`src/rtl/imager_pkg.sv`:
```
// Shared constants and helpers for the imager test-pattern generator.
// Holds the mode encodings and the noise LFSR polynomial.
package imager_pkg;

    typedef enum logic [1:0] {
        MODE_BAYER    = 2'd0,
        MODE_COL_RAMP = 2'd1,
        MODE_NOISE    = 2'd2,
        MODE_DIAG     = 2'd3
    } mode_e;

    localparam logic [15:0] LFSR_MASK = 16'hB400;

    // One right-shifting Galois step: the bit shifted out folds the mask back in.
    function automatic logic [15:0] lfsr_step(input logic [15:0] s);
        lfsr_step = s[0] ? ((s >> 1) ^ LFSR_MASK) : (s >> 1);
    endfunction

    // An all-zero state would lock the LFSR, so zero seeds become 1.
    function automatic logic [15:0] seed_fix(input logic [15:0] s);
        seed_fix = (s == 16'd0) ? 16'd1 : s;
    endfunction

endpackage

```
`src/rtl/imager_lfsr.sv`:
```
// 16-bit Galois noise source. A load restarts the sequence from the seed and,
// when advance is also high, steps past it in the same clock.
module imager_lfsr
    import imager_pkg::*;
(
    input  logic        clk,
    input  logic        reset_n,
    input  logic        load,
    input  logic [15:0] seed,
    input  logic        advance,
    output logic [15:0] q
);

    logic [15:0] state;
    logic [15:0] base;

    always_comb begin
        base = load ? seed_fix(seed) : state;
    end

    always_ff @(posedge clk) begin
        if (!reset_n) begin
            state <= 16'd1;
        end else if (advance) begin
            state <= lfsr_step(base);
        end else begin
            state <= base;
        end
    end

    assign q = state;

endmodule

```
`src/rtl/imager.sv`:
```
// Raster test-pattern generator: row/column counters, frame/line/sync timing
// and four pixel patterns, all outputs registered and mutually aligned.
module imager
    import imager_pkg::*;
#(
    parameter int DATA_WIDTH     = 10,
    parameter int NUM_ROWS_WIDTH = 12,
    parameter int NUM_COLS_WIDTH = 12
) (
    input  logic                      clk,
    input  logic                      reset_n,
    input  logic                      enable,
    input  logic [1:0]                mode,
    input  logic [DATA_WIDTH-1:0]     bayer_red,
    input  logic [DATA_WIDTH-1:0]     bayer_gr,
    input  logic [DATA_WIDTH-1:0]     bayer_blue,
    input  logic [DATA_WIDTH-1:0]     bayer_gb,
    input  logic [NUM_ROWS_WIDTH-1:0] num_active_rows,
    input  logic [NUM_ROWS_WIDTH-1:0] num_virtual_rows,
    input  logic [NUM_COLS_WIDTH-1:0] num_active_cols,
    input  logic [NUM_COLS_WIDTH-1:0] num_virtual_cols,
    input  logic [NUM_ROWS_WIDTH-1:0] sync_row_start,
    input  logic [NUM_ROWS_WIDTH-1:0] sync_rows,
    input  logic [15:0]               noise_seed,
    output logic [DATA_WIDTH-1:0]     dat,
    output logic                      fv,
    output logic                      lv,
    output logic                      sync
);

    localparam int RW = NUM_ROWS_WIDTH + 1;
    localparam int CW = NUM_COLS_WIDTH + 1;

    logic [RW-1:0] r;
    logic [CW-1:0] c;
    logic          frame_start;

    logic [1:0]                mode_q, mode_cur;
    logic [DATA_WIDTH-1:0]     red_q, gr_q, blue_q, gb_q;
    logic [DATA_WIDTH-1:0]     red_cur, gr_cur, blue_cur, gb_cur;
    logic [NUM_ROWS_WIDTH-1:0] ar_q, vr_q, ss_q, sr_q;
    logic [NUM_ROWS_WIDTH-1:0] ar_cur, vr_cur, ss_cur, sr_cur, vr_eff;
    logic [NUM_COLS_WIDTH-1:0] ac_q, vc_q;
    logic [NUM_COLS_WIDTH-1:0] ac_cur, vc_cur, vc_eff;
    logic [15:0]               seed_q, seed_cur;

    logic [RW-1:0]         row_total, sync_end;
    logic [CW-1:0]         col_total;
    logic                  c_last, r_last;
    logic                  fv_nxt, lv_nxt, sync_nxt;
    logic [15:0]           lfsr_q, noise_val;
    logic [DATA_WIDTH-1:0] pixel, dat_nxt;

    assign frame_start = (r == '0) && (c == '0);

    // At the first pixel of a frame the live inputs are the ones being latched,
    // so they drive that pixel too; the rest of the frame uses the held copy.
    always_comb begin
        mode_cur = frame_start ? mode             : mode_q;
        red_cur  = frame_start ? bayer_red        : red_q;
        gr_cur   = frame_start ? bayer_gr         : gr_q;
        blue_cur = frame_start ? bayer_blue       : blue_q;
        gb_cur   = frame_start ? bayer_gb         : gb_q;
        ar_cur   = frame_start ? num_active_rows  : ar_q;
        vr_cur   = frame_start ? num_virtual_rows : vr_q;
        ac_cur   = frame_start ? num_active_cols  : ac_q;
        vc_cur   = frame_start ? num_virtual_cols : vc_q;
        ss_cur   = frame_start ? sync_row_start   : ss_q;
        sr_cur   = frame_start ? sync_rows        : sr_q;
        seed_cur = frame_start ? noise_seed       : seed_q;
    end

    always_ff @(posedge clk) begin
        if (!reset_n) begin
            mode_q <= '0;
            red_q  <= '0;
            gr_q   <= '0;
            blue_q <= '0;
            gb_q   <= '0;
            ar_q   <= '0;
            vr_q   <= '0;
            ac_q   <= '0;
            vc_q   <= '0;
            ss_q   <= '0;
            sr_q   <= '0;
            seed_q <= '0;
        end else if (frame_start) begin
            mode_q <= mode;
            red_q  <= bayer_red;
            gr_q   <= bayer_gr;
            blue_q <= bayer_blue;
            gb_q   <= bayer_gb;
            ar_q   <= num_active_rows;
            vr_q   <= num_virtual_rows;
            ac_q   <= num_active_cols;
            vc_q   <= num_virtual_cols;
            ss_q   <= sync_row_start;
            sr_q   <= sync_rows;
            seed_q <= noise_seed;
        end
    end

    // Blanking of zero would make the counters never wrap cleanly; treat it as 1.
    always_comb begin
        vr_eff    = (vr_cur == '0) ? NUM_ROWS_WIDTH'(1) : vr_cur;
        vc_eff    = (vc_cur == '0) ? NUM_COLS_WIDTH'(1) : vc_cur;
        row_total = {1'b0, ar_cur} + {1'b0, vr_eff};
        col_total = {1'b0, ac_cur} + {1'b0, vc_eff};
        c_last    = (c == col_total - CW'(1));
        r_last    = (r == row_total - RW'(1));
        sync_end  = {1'b0, ss_cur} + {1'b0, sr_cur};
        fv_nxt    = (r < {1'b0, ar_cur});
        lv_nxt    = fv_nxt && (c < {1'b0, ac_cur});
        sync_nxt  = (r >= {1'b0, ss_cur}) && (r < sync_end);
        noise_val = frame_start ? seed_fix(seed_cur) : lfsr_q;
    end

    always_comb begin
        pixel = '0;
        case (mode_e'(mode_cur))
            MODE_BAYER: begin
                case ({r[0], c[0]})
                    2'b00:   pixel = red_cur;
                    2'b01:   pixel = gr_cur;
                    2'b10:   pixel = gb_cur;
                    default: pixel = blue_cur;
                endcase
            end
            MODE_COL_RAMP: pixel = DATA_WIDTH'(c);
            MODE_NOISE:    pixel = DATA_WIDTH'(noise_val);
            default:       pixel = DATA_WIDTH'(r) + DATA_WIDTH'(c);
        endcase
        dat_nxt = lv_nxt ? pixel : '0;
    end

    imager_lfsr u_lfsr (
        .clk     (clk),
        .reset_n (reset_n),
        .load    (frame_start),
        .seed    (seed_cur),
        .advance (enable && lv_nxt),
        .q       (lfsr_q)
    );

    always_ff @(posedge clk) begin
        if (!reset_n || !enable) begin
            r    <= '0;
            c    <= '0;
            dat  <= '0;
            fv   <= 1'b0;
            lv   <= 1'b0;
            sync <= 1'b0;
        end else begin
            dat  <= dat_nxt;
            fv   <= fv_nxt;
            lv   <= lv_nxt;
            sync <= sync_nxt;
            if (c_last) begin
                c <= '0;
                r <= r_last ? '0 : r + RW'(1);
            end else begin
                c <= c + CW'(1);
            end
        end
    end

endmodule

```
`config.mk`:
```
export PLATFORM = sky130hd
export DESIGN_NAME = imager
export DESIGN_NICKNAME = d
export VERILOG_FILES = /design/src/rtl/imager_pkg.sv /design/src/rtl/imager_lfsr.sv /design/src/rtl/imager.sv
export SDC_FILE = /design/constraint.sdc
export NUM_CORES = 1
export LEC_CHECK = 0
export ABC_AREA = 0
export CORE_MARGIN = 4
export CORE_UTILIZATION = 56
export CTS_BUF_LIST = sky130_fd_sc_hd__clkbuf_16
export DETAILED_ROUTE_END_ITERATION = 6
export PLACE_DENSITY = 0.92
export SKIP_CTS_REPAIR_TIMING = 1
export SYNTH_ARGS = -nofsm -noshare
export SYNTH_HDL_FRONTEND = slang
export SYNTH_SLANG_ARGS = --single-unit
```
`constraint.sdc`:
```
create_clock -name clk -period 6.6 [get_ports clk]
set_input_delay 1.32 -clock clk [delete_from_list [all_inputs] [get_ports clk]]
set_output_delay 1.32 -clock clk [all_outputs]
set_load 0.01 [all_outputs]
```
==> metrics.yaml, run 1 <==
run_status:
  status: "complete, no violations"
timing:
  fmax_ghz: 0.162
  slew_viol_final: 0
  setup_viol: 0
  timing.final.crit_share_pct: 93.4
  fin_crit_ns: 6.16
  rsz0062_at_grt: "no"
  tightest_slew_ns: 1.12
  tns_ns: 0
  holdWs_ns: 0.456
  finalHoldViolCount: 0
  relSlewSlack_pct: 23.5
  finClkSkew_ns: 0.0145
logic_synthesis:
  synth_nets: 1561
  syn-cell-area_mm2: 0.0112
  yosys_warnings: 0
  synth_top_flop_cell: "dfxtp_1"
  postSynthAreaPerCell_um2: 8.56
  synthArstFlopShare_pct: 0
  ys_seq_elements: 171
  synth_cells: 1304
  yosysSeqAreaShare_pct: 30.7
  synth_cell_types: 81
  synth-edff-count: 0
clocking:
  cts_root_buf: "clkbuf_16"
  clock_sinks: 171
  cts_tree: "yes"
  cts.clk_slew.worst_paths_ns: 0.08
  htreeDepth: 4
  cts_buffer_depth: 2
  insertion_delay_ns: 0.46
  cts_buffers: 17
detailed_routing:
  drtAntennaViolNets: 0
  drc_errors: 0
  drtIter0Drc: 1041
  route.vias.total: 10448
  wl_mm: 32.0
  vias_per_cell: 6.15
  avgRoutedWirePerCell_um: 18.9
  dr.pass1.iters: 6
setup_path:
  critPathMaxFanout: 39
  crit_chain: "inv_1, ha_1, nor4b_1, and4_1, nand2_8, buf_4, mux2i_1, nand4_1, nor2_1, a41oi_1, ha_1, inv_1, ha_1, inv_1, fa_1, nor2b_1, o211ai_1, a211oi_1, mux2i_1, a211oi_1, nand4_1, o311ai_4, nor2_1"
  worst_setup_path_start_kind: "flip-flop"
  critical_path.endpoint_type: "flip-flop"
  slowest_delay_ns: 0.51
  crit_slowest_cell: "o311ai_4"
  worstPathRequired_ns: 6.91
  path_class: "flip-flop to flip-flop"
  crit_family: "simple AND/OR/NAND/NOR gates"
  crit_arrival_ns: 6.48
  critPathBufInv: 4
die:
  dieArea_mm2: 0.0222
  start_util_pct: 57.1
  core-area_mm2: 0.0195
  die_w_um: 149
  die_y_um: 149
  row_count: 51
  io_pins: 146
final_layout:
  multi_input_comb_area_mm2: 0.00716
  diodes: 0
  area_delta_synth_final_pct: 20.2
  drive_gt1_share_pct: 5.86
  regArea_mm2: 0.00342
  final_nets: 1678
  nFillCells: 1433
grt:
  overflow: 0
  grtUsageTotal_pct: 28.2
  grt_pass1_vias: 10267
  grt_pass1_wl_mm: 50.8
  antenna_found_initial: 0
  grt_max_degree: 66
placed_design:
  place_congestion: 0.946
  portBuffers: 145
  dp_hpwl_mm: 23.0
power_and_ir_drop:
  leakagePower_nw: 5.75
  power_w: 0.00326
  peakVddDrop_mv: 0.195
  power_density_mw_per_mm2: 243
job:
  drv_cap: 0
min_path:
  hold_path.class: "flip-flop to flip-flop"
[where the power goes]
group          internal, W  switching [W]
clock network     0.000525       0.000526
registers          0.00110      0.0000222
logic             0.000466       0.000624
[per-stage QoR]
| stage | util [%] | instances | area [um2] | setup WS, ns |
|---|---|---|---|---|
| floorplan | - | 1304 | 11200 | 1.40 |
| global placement | 65.4 | 1667 | 12800 | 0.927 |
| detailed placement | 65.4 | 1667 | 12800 | 0.597 |
| CTS | 68.7 | 1699 | 13400 | 0.527 |
| global route | 68.7 | 1699 | 13400 | 0.0570 |
| finish | 68.7 | 1699 | 13400 | 0.438 |
[worst paths after layout]
path / startpoint / to / slack (ns) / cells past startpoint
worst max-delay path: r[0] / r[4] / 0.44 / 23
worst min-delay path: seed_q[8] / seed_q[8] / 0.46 / 2
worst max register to register: r[0] / r[4] / 0.44 / 23
worst min register to register: seed_q[8] / seed_q[8] / 0.46 / 2
[cells by family (layout without fill, tap and decap cells)]
group	count (synthesis)	in the layout	synth area share [%]
xor gates and xnor gates	78	78	6.29
buffers and inverters	139	269	5.35
DFF	171	171	30.7
muxes	102	102	9.31
adders and majority gates	124	124	14.2
AOI/OAI and AO/OA	270	270	16.3
and+or+nand+nor	420	420	17.9
[worst reg2reg max path, cell delays in order, from the launching register on]
cell      delay (ns)
dfxtp_1         0.39
inv_1           0.27
ha_1            0.20
nor4b_1         0.41
and4_1          0.43
nand2_8         0.29
buf_4           0.40
mux2i_1         0.38
nand4_1         0.16
nor2_1          0.15
a41oi_1         0.14
ha_1            0.23
inv_1           0.05
ha_1            0.18
inv_1           0.07
fa_1            0.40
nor2b_1         0.18
o211ai_1        0.15
a211oi_1        0.28
mux2i_1         0.12
a211oi_1        0.27
nand4_1         0.27
o311ai_4        0.51
nor2_1          0.11
[flip-flops by register name, summed over array words and instances (netlist names), 12 cells and up]
register / flops
r: 13
c: 13
ac_q: 12
sr_q: 12
ss_q: 12
vr_q: 12
ar_q: 12
u_lfsr.q: 16
vc_q: 12
[cell type report]
cell class	count	share of cell area [%]
Timing Repair Buffer	160	11.7
Inverter	77	2.16
Sequential cell	171	25.5
Tap cell	265	2.47
Clock inverter	15	1.61
Multi-Input combinational cell	994	53.4
Clock buffer	17	3.17
[layer usage]
layer | part of all wire, % | track usage, %
met5 | 0 | 0
met4 | 3.6 | 11.8
met3 | 10 | 6.38
met2 | 47 | 47.3
met1 | 40 | 35.1
[placed cells by master, fill, tap and decap left out, types with 4 or more instances in the layout]
cell / synthesis / final
nor2b_1: 7 / 7
nor2_1: 156 / 155
and2_1: 13 / 13
dfxtp_1: 171 / 171
or4_1: 6 / 6
clkinv_8: 0 / 9
and3_1: 13 / 13
nor4_1: 8 / 8
ha_1: 120 / 120
nand3_1: 17 / 17
nand2_1: 122 / 122
xor2_1: 26 / 26
a21o_1: 13 / 13
o21ai_0: 35 / 35
nand4_1: 23 / 23
a311oi_1: 5 / 5
nor4_2: 9 / 9
nor3_1: 21 / 21
or3_1: 5 / 5
o21bai_1: 5 / 5
fa_1: 4 / 4
inv_1: 75 / 75
buf_4: 3 / 15
clkbuf_16: 0 / 17
a21boi_0: 6 / 6
o21a_1: 16 / 16
clkdlybuf4s50_1: 0 / 145
a221oi_1: 5 / 5
o211ai_1: 11 / 11
a211oi_1: 22 / 22
mux2i_1: 90 / 90
a21oi_1: 93 / 93
xnor2_1: 51 / 51
a31oi_1: 6 / 6
o22ai_1: 9 / 9
mux2_2: 10 / 10
a211o_1: 6 / 6
[cells in the mapped netlist (3+ instances only)]
cell / number / area share, %
a221oi_1: 5 / 0.39
nor4_1: 8 / 0.45
buf_2: 22 / 0.99
o211ai_1: 11 / 0.74
nor4_2: 9 / 1.0
o31ai_1: 3 / 0.20
nand4b_1: 3 / 0.24
ha_1: 120 / 13
nor2b_1: 7 / 0.39
buf_4: 3 / 0.20
mux2_2: 10 / 1.0
a31oi_1: 6 / 0.34
mux2i_1: 90 / 8.1
xor2_1: 26 / 2.0
a21oi_1: 93 / 4.2
a2111oi_0: 3 / 0.24
a311oi_1: 5 / 0.39
and2_1: 13 / 0.73
nand2_1: 122 / 4.1
a21boi_0: 6 / 0.40
nand4_1: 23 / 1.3
o22ai_1: 9 / 0.50
xnor2_1: 51 / 4.0
dfxtp_1: 171 / 31
o21a_1: 16 / 1.1
or4_1: 6 / 0.40
nor3b_1: 3 / 0.20
o21ai_0: 35 / 1.6
nor3_1: 21 / 0.94
and4_1: 3 / 0.24
o21bai_1: 5 / 0.34
a211o_1: 6 / 0.47
a211oi_1: 22 / 1.5
a21o_1: 13 / 0.87
and3_1: 13 / 0.73
o31a_1: 3 / 0.24
or3_1: 5 / 0.28
fa_1: 4 / 0.72
clkbuf_1: 31 / 1.0
inv_1: 75 / 2.5
nor2_1: 156 / 5.2
nand3_1: 17 / 0.76
(Power assumes the default switching activity.)
==> run 2: changes to the inputs <==
Settings changed: CORE_MARGIN 4 to 5.
==> run 2 against run 1 <==
Sequential power barely moved. Fmax down 0.97%. Global-route usage shrank 0.45 points. Largest cell class unchanged. Worst setup slack lost 0.060 ns. Register-to-register slack lost 0.06 ns. Utilization down 0.15 points. Critical path depth up 1. Combinational power hardly changed. Wire length barely moved.
==> metrics.yaml, run 2 (synthesized netlist as in run 1, its figures left out) <==
run_status:
  status: "complete, no violations"
setup_path:
  slowest_delay_ns: 0.48  # -0.03 ns
  crit_arrival_ns: 6.59  # +0.11 ns
  worst_setup_path_start_kind: "flip-flop"
  crit_family: "compound AO/OA/AOI/OAI gates"
  ff2ff_path_depth: 24  # +4.3%
  path_class: "flip-flop to flip-flop"
  crit_chain: "inv_1, ha_1, nor4b_1, and4_1, nand2_8, buf_4, nand2_1, nand2_1, ha_1, fa_1, a21o_1, a21oi_1, o21bai_1, a21oi_1, o21ai_0, a21o_1, a21oi_1, xor2_1, ha_1, a21oi_1, nor2b_1, o21ai_0, o311ai_0, a211oi_1"
  path_common_cell: "a21oi_1"
  worstPathRequired_ns: 6.96  # +0.05 ns
  critPathMaxFanout: 77  # +97%
  critPathBufInv: 2  # -2
  regToRegSetupSlack_ns: 0.38  # -0.06 ns
  r2r-end: "sync"
  critical_path.endpoint_type: "flip-flop"
  crit_slowest_cell: "buf_4"
  r2r_start: "r[0]"
detailed_routing:
  dr.pass1.iters: 5  # -1
  drc_errors: 0  # unchanged
  route.vias.total: 10407  # -0.39%
  avgRoutedWirePerCell_um: 18.9  # about the same
  drtIter0Drc: 873  # -16%
  wl_mm: 32.0  # about the same
  vias_per_cell: 6.13  # -0.28%
  drtAntennaViolNets: 0  # unchanged
clocking:
  clock_sinks: 171  # unchanged
  insertion_delay_ns: 0.46  # about the same
  htreeDepth: 4  # unchanged
  cts_tree: "yes"
  cts_buffers: 17  # unchanged
  cts.clk_slew.worst_paths_ns: 0.07  # about the same
  cts_buffer_depth: 2  # unchanged
  cts_root_buf: "clkbuf_16"
timing:
  fmax_ghz: 0.161  # -0.97%
  rsz0062_at_grt: "no"
  finalHoldViolCount: 0  # unchanged
  relSlewSlack_pct: 31.7  # +8.2 points
  setup_viol: 0  # unchanged
  slew_viol_final: 0  # unchanged
  fin_crit_ns: 6.22  # +0.0605 ns
  tightest_slew_ns: 1.02  # -0.0917 ns
  tns_ns: 0  # unchanged
  finClkSkew_ns: 0.0106  # -0.00390 ns
  holdWs_ns: 0.467  # +0.0104 ns
  timing.final.crit_share_pct: 94.3  # +0.92 points
min_path:
  whs_path_depth: 2  # unchanged
  hold_path_startpoint: "sr_q[6]"
  hold_path.class: "flip-flop to flip-flop"
  holdPathEnd: "sr_q[6]"
final_layout:
  drive_gt1_share_pct: 5.73  # -0.13 points
  area_delta_synth_final_pct: 19.9
  fin_util_pct: 68.5  # -0.15 points
  fin_area_mm2: 0.0134  # -0.21%
  diodes: 0  # unchanged
  final_nets: 1676  # -0.12%
  final_common_cell: "dfxtp_1"
  nFillCells: 1446  # +0.91%
  largest_reg_flops: 16  # unchanged
  mostFrequentLayoutCells: "dfxtp_1, nor2_1, clkdlybuf4s50_1, nand2_1, ha_1"
die:
  die_y_um: 151  # +1.3%
  dieArea_mm2: 0.0228  # +2.7%
  row_count: 51  # unchanged
  core-area_mm2: 0.0195  # unchanged
  start_util_pct: 57.1  # unchanged
  io_pins: 146  # unchanged
  die_w_um: 151  # +1.3%
grt:
  overflow: 0  # unchanged
  grt_max_degree: 78  # +18%
  grt_pass1_vias: 10051  # -2.1%
  grt_pass1_wl_mm: 50.7  # -0.31%
  antenna_found_initial: 0  # unchanged
  grtUsageTotal_pct: 27.8  # -0.45 points
placed_design:
  dpl-instance-area_mm2: 0.0128  # -0.12%
  dp_hpwl_mm: 23.2  # +0.75%
  portBuffers: 145  # unchanged
  place_congestion: 0.940  # -0.62%
job:
  drv_cap: 0  # unchanged
power_and_ir_drop:
  leakagePower_nw: 5.73  # -0.25%
  power_w: 0.00325  # -0.42%
  peakVddDrop_mv: 0.205  # +5.2%
  power_density_mw_per_mm2: 243  # -0.20%
run 2: worst max-delay path by stage:
stage / from / to / slack (ns) / cells after the start
after floorplan: c[0] / r[10] / 1.40 / 21
after global routing: c[0] / r[6] / 0.02 / 23
final: r[0] / sync / 0.38 / 24
after CTS: c[0] / r[6] / 0.48 / 23
after detailed placement: c[0] / r[6] / 0.49 / 23
after global placement: r[1] / r[7] / 0.76 / 23
run 2: area by class of cell:
cell class	instances	area, um2	share of cell area, %
multi-input combinational	994	7160	53.5
timing repair buffer	158	1550	11.6
clock buffer	17	425	3.18
inverter	77	290	2.17
tap	265	332	2.48
sequential	171	3420	25.6
clock inverter	15	199	1.49
run 2: power by group:
group | switching (W) | leakage, nW | internal [W]
Sequential | 0.0000220 | 1.41 | 0.00110
Clock | 0.000522 | 0.300 | 0.000519
Combinational | 0.000619 | 4.02 | 0.000466
Total | 0.00116 | 5.73 | 0.00208
run 2: worst register-to-register path: stages (launching register included):
cell and delay (ns):
dfxtp_1 0.38, inv_1 0.31, ha_1 0.21, nor4b_1 0.35, and4_1 0.44, nand2_8 0.24, buf_4 0.48, nand2_1 0.36
nand2_1 0.10, ha_1 0.22, fa_1 0.42, a21o_1 0.17, a21oi_1 0.27, o21bai_1 0.10, a21oi_1 0.23, o21ai_0 0.17
a21o_1 0.21, a21oi_1 0.21, xor2_1 0.19, ha_1 0.26, a21oi_1 0.18, nor2b_1 0.09, o21ai_0 0.15, o311ai_0 0.17
a211oi_1 0.22
run 2: layer usage:
| layer | global-route usage, % | vias up | share of wire [%] |
|---|---|---|---|
| li1 | - | 4862 | - |
| met1 | 35.4 | 4915 | 41 |
| met2 | 46.2 | 533 | 47 |
| met3 | 5.45 | 97 | 8.5 |
| met4 | 11.2 | 0 | 3.0 |
| met5 | 0 | - | 0 |
run 2: stage by stage:
step	setup WS [ns]	cells
after floorplan	1.40	1304
after global placement	0.758	1665
after detailed placement	0.488	1665
after CTS	0.484	1697
after global routing	0.0173	1697
final	0.377	1697
